`config.mk`:
```
export PLATFORM = sky130hd
export DESIGN_NAME = uart_tx
export DESIGN_NICKNAME = d
export VERILOG_FILES = /design/src/rtl/uart_tx.sv
export SDC_FILE = /design/constraint.sdc
export NUM_CORES = 1
export LEC_CHECK = 0
export CAP_MARGIN = 20
export CORE_UTILIZATION = 64
export DETAILED_ROUTE_END_ITERATION = 12
export GPL_TIMING_DRIVEN = 0
export PLACE_DENSITY_LB_ADDON = 0.25
export SLEW_MARGIN = 20
export SYNTH_ARGS = -nofsm -noshare
export SYNTH_HDL_FRONTEND = slang
export SYNTH_SLANG_ARGS = --single-unit
export TNS_END_PERCENT = 20
```
`constraint.sdc`:
```
create_clock -name CLK -period 7.19 [get_ports CLK]
set_input_delay 0.719 -clock CLK [delete_from_list [all_inputs] [get_ports CLK]]
set_output_delay 0.719 -clock CLK [all_outputs]
set_load 0.05 [all_outputs]
```
`src/rtl/uart_tx.sv`:
```
// uart_tx: 8N1 UART transmitter with a small byte FIFO in front of the line.
// Optional even-parity bit (8E1 frame) when UART_TX_PARITY_EN is defined.
//
// state  | meaning
// -------+---------------------------------------------------------------
// IDLE   | line high, waiting for the FIFO to hold a byte
// START  | start bit (low) for one bit time
// DATA   | eight data bits, LSB first
// PARITY | even-parity bit (only with UART_TX_PARITY_EN)
// STOP   | stop bit (high); pops the next byte on its last cycle if queued
//
// All three line outputs are registered from the current state, so the line
// trails the state register by exactly one cycle. TX_BUSY is derived the same
// way, which keeps it aligned with the frame actually visible on TX_OUT.
module uart_tx #(
  parameter int CLKS_PER_BIT = 5208,
  parameter int FIFO_DEPTH   = 4
) (
  input  logic       CLK,
  input  logic       RST,
  input  logic       TX_WR,
  input  logic [7:0] TX_IN,
  output logic       TX_FULL,
  output logic       TX_OUT,
  output logic       TX_BUSY,
  output logic       TX_DONE
);

  localparam int CW = $clog2(CLKS_PER_BIT);
  localparam int AW = $clog2(FIFO_DEPTH);
  localparam logic [CW-1:0] CNT_LAST = CW'(CLKS_PER_BIT - 1);
  localparam logic [AW:0]   DEPTH_C  = (AW + 1)'(FIFO_DEPTH);

  typedef enum logic [2:0] {
    S_IDLE   = 3'd0,
    S_START  = 3'd1,
    S_DATA   = 3'd2,
`ifdef UART_TX_PARITY_EN
    S_PARITY = 3'd4,
`endif
    S_STOP   = 3'd3
  } state_t;

  logic [7:0]    mem_q [FIFO_DEPTH];
  logic [AW-1:0] wr_ptr_q, wr_ptr_d, rd_ptr_q, rd_ptr_d;
  logic [AW:0]   count_q, count_d;
  logic          full_q, full_d;
  logic          push, pop, fifo_empty;

  state_t        state_q, state_d;
  logic [CW-1:0] cnt_q, cnt_d;
  logic [2:0]    bit_q, bit_d;
  logic [7:0]    shift_q, shift_d;
  logic          cnt_last;
  logic          tx_out_q, tx_out_d;
  logic          busy_q, busy_d;
  logic          done_q, done_d;
`ifdef UART_TX_PARITY_EN
  logic          par_q, par_d;
`endif

  // A write while full is dropped even if a pop happens in the same cycle.
  assign push       = TX_WR & ~full_q;
  assign fifo_empty = (count_q == '0);
  assign cnt_last   = (cnt_q == CNT_LAST);

  // FIFO pointer and occupancy bookkeeping
  always_comb begin
    wr_ptr_d = wr_ptr_q + AW'(push);
    rd_ptr_d = rd_ptr_q + AW'(pop);
    count_d  = count_q;
    case ({push, pop})
      2'b10:   count_d = count_q + 1'b1;
      2'b01:   count_d = count_q - 1'b1;
      default: count_d = count_q;
    endcase
    full_d = (count_d == DEPTH_C);
  end

  // FIFO storage; contents are don't-care until written, so no reset
  always_ff @(posedge CLK) begin
    if (push) mem_q[wr_ptr_q] <= TX_IN;
  end

  // Next-state logic: bit timing, shifting and FIFO pops
  always_comb begin
    state_d = state_q;
    cnt_d   = cnt_last ? '0 : cnt_q + CW'(1);
    bit_d   = bit_q;
    shift_d = shift_q;
    pop     = 1'b0;
`ifdef UART_TX_PARITY_EN
    par_d   = par_q;
`endif
    case (state_q)
      S_IDLE: begin
        cnt_d = '0;
        if (!fifo_empty) begin
          pop     = 1'b1;
          shift_d = mem_q[rd_ptr_q];
          bit_d   = '0;
`ifdef UART_TX_PARITY_EN
          par_d   = ^mem_q[rd_ptr_q];
`endif
          state_d = S_START;
        end
      end
      S_START: begin
        if (cnt_last) state_d = S_DATA;
      end
      S_DATA: begin
        if (cnt_last) begin
          shift_d = {1'b0, shift_q[7:1]};
          bit_d   = bit_q + 3'd1;
          if (bit_q == 3'd7) begin
`ifdef UART_TX_PARITY_EN
            state_d = S_PARITY;
`else
            state_d = S_STOP;
`endif
          end
        end
      end
`ifdef UART_TX_PARITY_EN
      S_PARITY: begin
        if (cnt_last) state_d = S_STOP;
      end
`endif
      S_STOP: begin
        if (cnt_last) begin
          if (!fifo_empty) begin
            pop     = 1'b1;
            shift_d = mem_q[rd_ptr_q];
            bit_d   = '0;
`ifdef UART_TX_PARITY_EN
            par_d   = ^mem_q[rd_ptr_q];
`endif
            state_d = S_START;
          end else begin
            state_d = S_IDLE;
          end
        end
      end
      default: begin
        state_d = S_IDLE;
        cnt_d   = '0;
      end
    endcase
  end

  // Registered line outputs derived from the current state
  always_comb begin
    tx_out_d = 1'b1;
    busy_d   = 1'b1;
    done_d   = 1'b0;
    case (state_q)
      S_IDLE:   busy_d   = 1'b0;
      S_START:  tx_out_d = 1'b0;
      S_DATA:   tx_out_d = shift_q[0];
`ifdef UART_TX_PARITY_EN
      S_PARITY: tx_out_d = par_q;
`endif
      S_STOP:   done_d   = cnt_last;
      default:  busy_d   = 1'b0;
    endcase
  end

  // State, counters, FIFO control and output registers
  always_ff @(posedge CLK or posedge RST) begin
    if (RST) begin
      wr_ptr_q <= '0;
      rd_ptr_q <= '0;
      count_q  <= '0;
      full_q   <= 1'b0;
      state_q  <= S_IDLE;
      cnt_q    <= '0;
      bit_q    <= '0;
      shift_q  <= '0;
      tx_out_q <= 1'b1;
      busy_q   <= 1'b0;
      done_q   <= 1'b0;
`ifdef UART_TX_PARITY_EN
      par_q    <= 1'b0;
`endif
    end else begin
      wr_ptr_q <= wr_ptr_d;
      rd_ptr_q <= rd_ptr_d;
      count_q  <= count_d;
      full_q   <= full_d;
      state_q  <= state_d;
      cnt_q    <= cnt_d;
      bit_q    <= bit_d;
      shift_q  <= shift_d;
      tx_out_q <= tx_out_d;
      busy_q   <= busy_d;
      done_q   <= done_d;
`ifdef UART_TX_PARITY_EN
      par_q    <= par_d;
`endif
    end
  end

  assign TX_FULL = full_q;
  assign TX_OUT  = tx_out_q;
  assign TX_BUSY = busy_q;
  assign TX_DONE = done_q;

endmodule
```
==> flow_summary_export.csv <==
group,metric,value,unit
min_path,hp-class,"register to register",
floorplanning,fp.dieH,70.8,um
min_path,hp-start,"cnt_q[0]$_DFF_PP0_",
global_route,grtUsageTotal,0.216,
timing,slew_headroom,0.483,
setup_path,crit_buf_inv,1,
timing,finalHoldViolCount,0,
clock_tree,cts_tree,"built",
logic_synthesis,ys_async_sr_fraction,0.536,
floorplanning,ioPinCount,15,
global_route,grt_max_degree,38,
power,power_density,418,mW/mm2
clock_tree,cts_resized,0,
logic_synthesis,syn_avg_cell_area,14.8,um2
clock_tree,cts_setup_buffers,0,
power,ir_drop,243,uV
logic_synthesis,seq_area_frac_synth,0.624,
drt,finalWirelength,4720,um
timing,rsz0062_at_grt,"no",
clock_tree,cts_buffers,9,
global_route,antenna_found_initial,0,
placed_design,gp_congestion,0.799,
layout,fill_cells,257,
setup_path,critPathKind,"register to register",
setup_path,max_stage_delay,0.57,ns
floorplanning,core_area,0.00444,mm2
global_route,first_global_vias,1725,
global_route,grt_pass1_wl,7860,um
clock_tree,cts_root_buf,"clkbuf_8",
clock_tree,htree_levels,3,
logic_synthesis,ys_ff_latch,69,
floorplanning,initial_core_util,0.681,
placed_design,port_buffers,14,
drt,via_count,1643,
setup_path,crit_family,"simple AND/OR/NAND/NOR gates",
clock_tree,clkTransAtPathRegs,0.08,ns
setup_path,critPathMostFrequentCell,"xor2_1",
logic_synthesis,synth.distinct_cells,38,
setup_path,r2r_setup_slack,4.17,ns
run_status,outcome,"complete, no violations",
setup_path,r2r-start,"cnt_q[3]$_DFF_PP0_",
timing,period_needed,3.02,ns
setup_path,endpoint_kind,"register",
layout,area_growth_syn_to_layout,13.3,%
logic_synthesis,synthCells,204,
timing,slew_violations,0,
layout,final_nets,252,
placed_design,dpl_worst_slack,4.14,ns
drt,dr.pass1.iters,4,
setup_path,path_cells,"or4_4 -> nor4_4 -> and2_1 -> o21a_1 -> ha_1 -> inv_1 -> fa_1 -> xor2_1 -> nor2_1 -> xor2_1 -> nor3b_1",
logic_synthesis,syn_nets,227,
clock_tree,clk_latency,0.34,ns
timing,finalSetupViolations,0,
global_route,overflow,0,
clock_tree,hold_buffers,0,
setup_path,path_max_fanout,6,
timing,final.period_utilization,0.420,
logic_synthesis,synth_edf_count,32,
drt,drtIter0Drc,100,
min_path,min_to,"cnt_q[0]$_DFF_PP0_",
setup_path,crit_arrival,3.28,ns
timing,fmax,331,MHz
drt,drc,0,
drt,antenna_left,0,
setup_path,worst-endpoint-required,7.45,ns
run,drv_cap,0,
timing,skew,0.0117,ns
logic_synthesis,ys_warn_count,0,
drt,wl_per_cell,16.5,um
setup_path,reg2regPathDepth,11,
placed_design,dp_hpwl,3300,um
setup_path,crit_path_start_kind,"register",
min_path,hold_path_depth,1,
layout,multi_input_area,0.00106,mm2
setup_path,cpMaxStageDelayCell,"or4_4",
timing,setup_ws,4.17,ns
clock_tree,cts_sinks,69,
floorplanning,die_x,70.8,um
layout,drive_gt1_frac,0.218,
layout,n_antenna_cell,0,
setup_path,r2r_end,"TX_FULL$_DFF_PP0_",
timing,fin_setup_tns,0,ns
layout,seq_area,0.00189,mm2
floorplanning,die_area,0.00501,mm2
logic_synthesis,synth_flop_cell,"dfrtp_1",
floorplanning,core.rowCount,24,
drt,viasPerCell,5.74,
power,leakage,1.38,nW
logic_synthesis,syn_area,0.00303,mm2
timing,tightest_slew,0.773,ns
clock_tree,clock_path_buffers,2,
-- cell usage after synthesis, types with 2 or more instances --
cell type	count	area (um2)
nand2_1	8	30.0
nand4_1	2	12.5
ha_1	11	138
inv_1	13	48.8
a22o_1	2	17.5
xnor2_1	10	87.6
dfrtp_1	36	901
edfxtp_1	32	961
nand3_1	4	20.0
mux2i_1	2	20.0
xor2_1	6	52.6
nor2_1	21	78.8
buf_2	2	10.0
mux4_2	8	180
mux2_4	7	105
nor3_1	7	35.0
clkbuf_1	3	11.3
mux2_2	10	113
-- flip-flops by register name, indices dropped and copies added (netlist names) --
| signal | flops |
|---|---|
| mem_q | 32 |
| cnt_q | 13 |
| shift_q | 8 |
| bit_q | 3 |
| count_q | 3 |
| rd_ptr_q | 2 |
| state_q | 2 |
| wr_ptr_q | 2 |
| TX_BUSY | 1 |
| TX_DONE | 1 |
| TX_FULL | 1 |
| TX_OUT | 1 |
-- worst reg2reg max path: stages (launching register included) --
cell     delay, ns
dfrtp_1       0.45
or4_4         0.57
nor4_4        0.26
and2_1        0.20
o21a_1        0.17
ha_1          0.20
inv_1         0.06
fa_1          0.37
xor2_1        0.15
nor2_1        0.12
xor2_1        0.19
nor3b_1       0.21
-- report_power, final --
part | leakage [nW] | switching [mW] | internal (mW)
Sequential | 0.759 | 0.0590 | 0.527
Clock | 0.0939 | 0.143 | 0.159
Combinational | 0.531 | 0.266 | 0.278
-- layout make-up --
type,instances,share of cell area
tap,52,0.0190
inverter,13,0.0142
clock inverter,6,0.0186
timing repair buffer,14,0.0409
buffer,6,0.00949
multi-input combinational,116,0.310
clock buffer,10,0.0372
sequential,69,0.551
-- metal layers --
metal / routed length [um] / global-route usage
met5: 0 / 0
met4: 74 / 0.122
met3: 167 / 0.0513
met2: 2320 / 0.341
met1: 2150 / 0.281
-- cells by family (layout without fill, tap and decap cells) --
group | Yosys count | in the layout | synth area share
AND/OR/NAND/NOR | 54 | 54 | 0.0922
AO/OA/AOI/OAI | 7 | 7 | 0.0211
multiplexers | 27 | 27 | 0.138
flip-flops | 69 | 69 | 0.624
adder cells (fa/ha/maj) | 12 | 12 | 0.0521
XOR/XNOR | 16 | 16 | 0.0463
buffers and inverters | 19 | 49 | 0.0269
-- cell usage in the layout, fill, tap and decap left out, types with 6 or more instances in the layout --
cell and instances:
edfxtp_1 32, nor2_1 21, clkbuf_8 9, nor3_1 6
xor2_1 6, nand2_1 8, mux2_4 7, dfrtp_1 36
ha_1 11, xnor2_1 10, mux2_2 10, inv_1 12
clkdlybuf4s50_1 14, mux4_2 8
-- worst max-delay path by stage --
stage / from / cells past startpoint / end
6_report: cnt_q[3]$_DFF_PP0_ / 11 / TX_FULL$_DFF_PP0_
3_5_place_dp: cnt_q[3]$_DFF_PP0_ / 11 / TX_FULL$_DFF_PP0_
5_1_grt: cnt_q[3]$_DFF_PP0_ / 11 / TX_FULL$_DFF_PP0_
3_3_place_gp: cnt_q[3]$_DFF_PP0_ / 11 / TX_FULL$_DFF_PP0_
2_1_floorplan: cnt_q[3]$_DFF_PP0_ / 11 / TX_FULL$_DFF_PP0_
4_1_cts: cnt_q[3]$_DFF_PP0_ / 11 / TX_FULL$_DFF_PP0_
-- per-stage QoR --
step	hold WS, ns	util	cells	instance area [um2]	power, mW
6_report	0.482	0.772	286	3430	1.43
5_1_grt	0.492	0.772	286	3430	1.51
3_3_place_gp	0.447	0.727	270	3230	1.10
2_1_floorplan	0.433	-	204	3030	1.02
3_5_place_dp	0.460	0.729	270	3240	1.14
4_1_cts	0.470	0.772	286	3430	1.44
Note: power is estimated with default switching activity, not from simulation.
